<file path="src/rtl/alu16_sequencer_pkg.sv">
// Shared definitions for the 16-bit sequencer: ALU opcodes and sizes, flag bit
// positions, sequencer op codes and FSM states.
package alu16_sequencer_pkg;

  // Bit positions inside the 4-bit ZNHC flag nibble.
  localparam int unsigned F_Z = 3;
  localparam int unsigned F_N = 2;
  localparam int unsigned F_H = 1;
  localparam int unsigned F_C = 0;

  // 8-bit ALU opcodes. The ALU computes data1 <op> data0.
  localparam logic [4:0] AluPass0 = 5'd0;
  localparam logic [4:0] AluAdd   = 5'd1;
  localparam logic [4:0] AluAdc   = 5'd2;
  localparam logic [4:0] AluSub   = 5'd3;
  localparam logic [4:0] AluSbc   = 5'd4;

  // ALU size selects.
  localparam logic [1:0] AluSize8    = 2'd0;
  localparam logic [1:0] AluSize16   = 2'd1;
  localparam logic [1:0] AluSizeSpec = 2'd2;

  // Sequencer request op codes.
  typedef enum logic [1:0] {
    SeqOpAdd16 = 2'd0,
    SeqOpInc16 = 2'd1,
    SeqOpDec16 = 2'd2,
    SeqOpAddSp = 2'd3
  } seq_op_e;

  // Sequencer FSM states.
  typedef enum logic [1:0] {
    StIdle = 2'd0,
    StLow  = 2'd1,
    StHigh = 2'd2,
    StResp = 2'd3
  } seq_state_e;

endpackage

</file>
<file path="src/rtl/alu16_sequencer.sv">
// Two-pass 16-bit arithmetic sequencer driving an external 8-bit ALU: low byte
// first, then high byte with the low-pass carry/borrow chained in.
module alu16_sequencer
  import alu16_sequencer_pkg::*;
(
  input  logic        clock,
  input  logic        reset_n,
  input  logic        req_valid,
  output logic        req_ready,
  input  logic [1:0]  req_op,
  input  logic [15:0] req_a,
  input  logic [15:0] req_b,
  input  logic [3:0]  req_flags,
  output logic [4:0]  alu_op,
  output logic [7:0]  alu_data0,
  output logic [7:0]  alu_data1,
  output logic [1:0]  alu_size,
  output logic [3:0]  alu_flags,
  input  logic [7:0]  alu_result,
  input  logic [3:0]  alu_result_flags,
  output logic        rsp_valid,
  input  logic        rsp_ready,
  output logic [15:0] rsp_data,
  output logic [3:0]  rsp_flags
);

  seq_state_e  state_q, state_d;
  seq_op_e     op_q;
  logic [15:0] a_q, b_q;
  logic [3:0]  req_flags_q;
  logic [7:0]  res_lo_q, res_hi_q;
  // Only H and C of each pass feed the response; {H, C}.
  logic [1:0]  hc_lo_q, hc_hi_q;

  logic accept;
  assign accept = req_valid && req_ready;

  // State register.
  always_ff @(posedge clock or negedge reset_n) begin
    if (!reset_n) begin
      state_q <= StIdle;
    end else begin
      state_q <= state_d;
    end
  end

  // Request, per-pass result and flag latches.
  always_ff @(posedge clock or negedge reset_n) begin
    if (!reset_n) begin
      op_q        <= SeqOpAdd16;
      a_q         <= '0;
      b_q         <= '0;
      req_flags_q <= '0;
      res_lo_q    <= '0;
      res_hi_q    <= '0;
      hc_lo_q     <= '0;
      hc_hi_q     <= '0;
    end else begin
      if (accept) begin
        op_q        <= seq_op_e'(req_op);
        a_q         <= req_a;
        b_q         <= req_b;
        req_flags_q <= req_flags;
      end
      if (state_q == StLow) begin
        res_lo_q <= alu_result;
        hc_lo_q  <= {alu_result_flags[F_H], alu_result_flags[F_C]};
      end
      if (state_q == StHigh) begin
        res_hi_q <= alu_result;
        hc_hi_q  <= {alu_result_flags[F_H], alu_result_flags[F_C]};
      end
    end
  end

  // Next-state logic and ALU drive for each pass.
  always_comb begin
    state_d   = state_q;
    req_ready = 1'b0;
    rsp_valid = 1'b0;
    alu_op    = AluPass0;
    alu_data0 = 8'h00;
    alu_data1 = 8'h00;
    alu_size  = AluSize8;
    alu_flags = 4'h0;
    unique case (state_q)
      StIdle: begin
        req_ready = 1'b1;
        if (req_valid) state_d = StLow;
      end
      StLow: begin
        alu_data1 = a_q[7:0];
        alu_size  = AluSize16;
        unique case (op_q)
          SeqOpAdd16: begin
            alu_op    = AluAdd;
            alu_data0 = b_q[7:0];
          end
          SeqOpInc16: begin
            alu_op    = AluAdd;
            alu_data0 = 8'h01;
          end
          SeqOpDec16: begin
            alu_op    = AluSub;
            alu_data0 = 8'h01;
          end
          SeqOpAddSp: begin
            alu_op    = AluAdd;
            alu_data0 = b_q[7:0];
            alu_size  = AluSizeSpec;
          end
        endcase
        state_d = StHigh;
      end
      StHigh: begin
        alu_data1 = a_q[15:8];
        alu_size  = AluSize16;
        // Low-pass C goes in unmodified; for SBC it acts as borrow.
        alu_flags = {req_flags_q[F_Z], 1'b0, 1'b0, hc_lo_q[0]};
        unique case (op_q)
          SeqOpAdd16: begin
            alu_op    = AluAdc;
            alu_data0 = b_q[15:8];
          end
          SeqOpInc16: begin
            alu_op    = AluAdc;
            alu_data0 = 8'h00;
          end
          SeqOpDec16: begin
            alu_op    = AluSbc;
            alu_data0 = 8'h00;
          end
          SeqOpAddSp: begin
            alu_op    = AluAdc;
            alu_data0 = {8{b_q[7]}};
          end
        endcase
        state_d = StResp;
      end
      StResp: begin
        rsp_valid = 1'b1;
        if (rsp_ready) state_d = StIdle;
      end
    endcase
  end

  assign rsp_data = {res_hi_q, res_lo_q};

  // Final flags: ADD16 keeps Z, ADDSP reports the low pass, INC/DEC leave flags alone.
  always_comb begin
    rsp_flags = 4'h0;
    unique case (op_q)
      SeqOpAdd16: rsp_flags = {req_flags_q[F_Z], 1'b0, hc_hi_q};
      SeqOpInc16: rsp_flags = req_flags_q;
      SeqOpDec16: rsp_flags = req_flags_q;
      SeqOpAddSp: rsp_flags = {2'b00, hc_lo_q};
    endcase
  end

endmodule

</file>
<file path="config.mk">
export PLATFORM = sky130hd
export DESIGN_NAME = alu16_sequencer
export DESIGN_NICKNAME = d
export VERILOG_FILES = /design/src/rtl/alu16_sequencer_pkg.sv /design/src/rtl/alu16_sequencer.sv
export SDC_FILE = /design/constraint.sdc
export NUM_CORES = 1
export LEC_CHECK = 0
export CORE_UTILIZATION = 38
export CTS_BUF_LIST = sky130_fd_sc_hd__clkbuf_8
export DETAILED_ROUTE_END_ITERATION = 16
export PLACE_DENSITY = 0.69
export SETUP_SLACK_MARGIN = 0.4
export SYNTH_ARGS = -nofsm -noshare
export SYNTH_HDL_FRONTEND = slang
export SYNTH_SLANG_ARGS = --single-unit
</file>
<file path="constraint.sdc">
create_clock -name clock -period 1.67 [get_ports clock]
set_input_delay 0.167 -clock clock [delete_from_list [all_inputs] [get_ports clock]]
set_output_delay 0.167 -clock clock [all_outputs]
set_load 0.02 [all_outputs]
</file>
## Yosys cells after proc, flatten, opt, wreduce, memory -nomap -nowiden

Index checks and enable logic that the tools add are counted.

- Register bits after elaboration: 60
- Output and inout bits: 49

- Reductions and logical operators: 7
- Muxes and demuxes: 16
- Eq/ne operators: 8

Operator list:

| kind | number |
|---|---|
| case mux 8 bit (2 select lines) | 3 |
| case mux 5 bit (2 select lines) | 3 |
| case mux 8 bit (3 select lines) | 1 |
| case mux 4 bit (3 select lines) | 1 |
| equality test 2 bit (second input constant) | 4 |
| case mux 2 bit (4 select lines) | 1 |
| two-way mux 2 bit | 3 |
| equality test 2 x 1 -> 1 bit (second input constant) | 2 |
| zero test 2 bit | 2 |
| two-way mux 4 bit | 1 |
| != test 2 bit (second input constant) | 2 |
| case mux 2 bit (2 select lines) | 1 |
| OR reduction 2 bit | 2 |
| OR reduction 3 bit | 1 |
| two-way mux 1 bit | 2 |
| AND reduction 2 bit | 1 |
| logical AND 1 bit | 1 |

## Logic depth before layout (Yosys ltp)

- Depth in word-level cells: 4
- Depth in mapped cells: 6
- Mapped depth without buffers: 5

## Worst setup path before layout

No wires, ideal clock.

- Path type: register to output
- From: register state_q[1]
- To: output alu_data0[1]
- Path slack: 25 ps
- Arrival time: 1478 ps
- Required time: 1503 ps
- Stages on the path, launching flop included: 6
- Cells stage by stage: dfrtp_1 -> inv_1 -> ha_1 -> nand2_1 -> nor2_1 -> a22o_1

- Cells in the longest elaborated chain, start to end: 2
- Elaborated cells between the ends (all ways): 3
- Those cells by class: eq/ne (2); mux (1)

Ends and longest elaborated chain:

| element | line | text |
|---|---|---|
| from (decl) | alu16_sequencer.sv:27 | `seq_state_e state_q, state_d;` |
| from (signal assigned) | alu16_sequencer.sv:41 | `state_q <= StIdle;` |
| from (signal assigned) | alu16_sequencer.sv:43 | `state_q <= state_d;` |
| equality test 2 bit or equality test 2 x 1 -> 1 bit (tied branches) | alu16_sequencer.sv:86 | `unique case (state_q)` |
| case mux 8 bit (2 select lines) * | alu16_sequencer.sv:86 |  |
| to (decl) | alu16_sequencer.sv:15 | `output logic [7:0] alu_data0,` |

Mark *: on every way between the ends. The rest lies on a longest branch, timed or not.

## Worst setup path in the final report

- From: register state_q[0]
- To: output alu_data0[5]

Same word-level chain as after synthesis.

==> results.cfg <==
[cts]
clk_pin_slew_ns = 0.08
htreeDepth = 3
cts_sinks = 60
root_buffer = clkbuf_8
cts_tree = yes
cts_made_buffers = 9
clock_latency_ns = 0.34
clockBufferDepth = 2

[final_layout]
utilization_pct = 73.35
final_cells = 466
num_antenna_cells = 0
postLayoutCellArea_um2 = 5320
final_cell_mix = mux2_4 (60), dfrtp_1 (60), clkdlybuf4s50_1 (50)
final_net_count = 424
final_layout_size_suffix_gt1_share_pct = 59.40
syn_to_final_growth_pct = 86.25

[worst_setup_path]
cp-end-kind = output port
worstPathArrival_ns = 1.72
worst-setup-path-type = flip-flop to output port
cpMaxStageDelayCell = dfrtp_1
worstPathRequired_ns = 1.50
crit_chain = inv_2, ha_4, nand2_4, nor2_4, buf_12, a22o_4, buf_6
critPathTopFamily = flip-flops
max_stage_delay_ns = 0.40
crit_buf_inv = 3
start_kind = flip-flop
path_max_fanout = 7

[sta]
fin_ws_ns = -0.2153
finalSetupViolations = 33
hold_viol = 0
period_needed_ns = 1.885
worst_pin_slew_ns = 0.6388
max_freq_mhz = 530.4
finalClockSkew_ns = 0.01407
rsz0062_at_grt = yes
finalCritPeriodShare_pct = 112.9
slew_viol_final = 0
slew_headroom_pct = 57.41

[synthesis]
synth_area_per_cell_um2 = 13.80
netlist_instances = 207
seq_area_frac_synth_pct = 52.56
synth_flop_cell = dfrtp_1
synth_edf_count = 0
mappedNetlistArea_um2 = 2856
synth-async-reset-ratio_pct = 100.0
synth-seq-cells = 60
yosys_warnings = 0
yosysUniqueCellTypes = 25

[global_routing]
grt_max_degree = 34
grt_pass1_vias = 2436
grtUsageTotal_pct = 21.86
grt_overflow = 0
antenna_found_initial = 0
grt_first_pass_wirelength_mm = 12.54

[pwr]
switchingPower_uw = 4291
pwr-share-comb_pct = 66.4
swShare_pct = 35.68
power_density_nw_per_um2 = 2260
internal_power_uw = 7735
p_leak_uw = 0.002530
clockPowerShare_pct = 11.0
p_total_uw = 12030
power.share.sequential_pct = 22.6
ir_worst_vdd_v = 0.001055

[run]
maxCapViolCount = 0

[place]
dp_hpwl_mm = 4.780
placedCellCount = 424
postPlaceCellArea_um2 = 4447
gp_congestion = 0.7029
io_buffers = 96

[status]
status = finished with violations
violations = negative setup slack

[detailed_routing]
num_vias = 2240
wire_per_inst_um = 17.58
drc = 0
initialDrtViolationCount = 39
postRouteAntennaNets = 0
totalWireLength_mm = 8.190
drtPass1Iterations = 4
vias_per_cell = 4.807

[die]
die_w_um = 88.70
io_pins = 103
core_area_um2 = 7253
row_count = 31
die-area_um2 = 7868
die_h_um = 88.70
start_util_pct = 39.38

[worst_hold_path]
hold_path_class = primary input to asynchronous set/reset pin
## state kept, by name (all words and copies together), names as in the netlist
name,count
op_q,2
res_lo_q,8
hc_lo_q,2
state_q,2
req_flags_q,4
b_q,16
hc_hi_q,2
res_hi_q,8
a_q,16
## cells in the mapped netlist, drive strengths merged (2+ instances only)
| cell type | number | area share, % |
|---|---|---|
| a21oi | 2 | 0.35 |
| a22o | 7 | 2.1 |
| a22oi | 10 | 2.6 |
| and2 | 2 | 0.44 |
| and3 | 2 | 0.44 |
| and3b | 2 | 0.61 |
| buf | 14 | 3.5 |
| dfrtp | 60 | 53 |
| ha | 8 | 3.5 |
| inv | 6 | 0.79 |
| mux2 | 60 | 26 |
| nand2 | 5 | 0.66 |
| nand2b | 7 | 1.5 |
| nor2 | 4 | 0.61 |
| nor2b | 9 | 2.0 |
| o21a | 2 | 0.53 |
| o21ai | 2 | 0.35 |
| o22ai | 2 | 0.44 |
## layout make-up
cell class / count / area (µm²)
tap: 99 / 123.9
multi-input combinational: 129 / 1729
sequential: 60 / 1501
inverter: 6 / 22.52
fill: 495 / 1933
clock buffer: 10 / 137.6
timing repair buffer: 156 / 1742
clock inverter: 6 / 63.81
## worst reg2reg max path, stage by stage (launching register included)
cell     delay, ns
dfrtp_1       0.42
buf_6         0.14
ha_4          0.18
buf_8         0.15
buf_6         0.13
buf_6         0.10
buf_6         0.12
buf_8         0.13
mux2_4        0.29
## power by group through the flow
stage	combinational (µW)	sequential (µW)	clock, µW
2_1_floorplan	3790	2850	0
3_3_place_gp	6140	2660	0
3_5_place_dp	6240	2670	0
4_1_cts	7610	2700	1350
5_1_grt	8420	2810	1410
6_report	7990	2710	1320
## per-layer routing
metal	share of wire, %	GRT usage (%)
met1	42	27.53
met2	51	37.13
met3	5.0	4.104
met4	1.4	8.651
met5	0	0
## metrics by stage
step | setup WS [ns] | setup TNS (ns) | hold WS [ns]
detailed placement | -0.3087 | -5.885 | 0.2267
finish | -0.2153 | -4.051 | 0.3749
global placement | -0.2908 | -5.464 | 0.2148
floorplan | 0.2199 | 0 | -0.1286
CTS | -0.2107 | -3.411 | 0.3941
global route | -0.2607 | -5.754 | 0.4434
## repair_timing
item                                    CTS  global route
hold endpoints to repair                 24             0
gates cloned                              5             0
pin swaps                                19             4
setup buffers                            15             5
resized for setup                       263            15
endpoints found under the setup margin  105            89
hold buffers                              1             0
## path summary, 6_finish.rpt
kind	slack (ns)	from	depth (start not counted)	to
setup / recovery	-0.22	state_q[0]	7	alu_data0[5]
hold / removal	0.37	reset_n	2	res_lo_q[0]
setup reg to reg	-0.08	state_q[1]	8	res_hi_q[4]
hold reg to reg	0.50	b_q[10]	1	b_q[10]
max in group asynchronous	0.67	reset_n	3	op_q[1]
min in group clock	0.44	req_flags[3]	2	req_flags_q[3]
## kinds of logic (layout without fill, tap and decap cells)
kind of cell / after synthesis / count (layout) / synth area share, %
mux: 61 / 61 / 26.63
flops: 60 / 60 / 52.56
simple gates: 31 / 31 / 6.264
compound gates: 25 / 25 / 6.439
buf+inv: 21 / 178 / 4.468
fa+ha+maj: 8 / 8 / 3.504
other cells: 1 / 4 / 0.1313
Power figures use the tool's default switching activity.
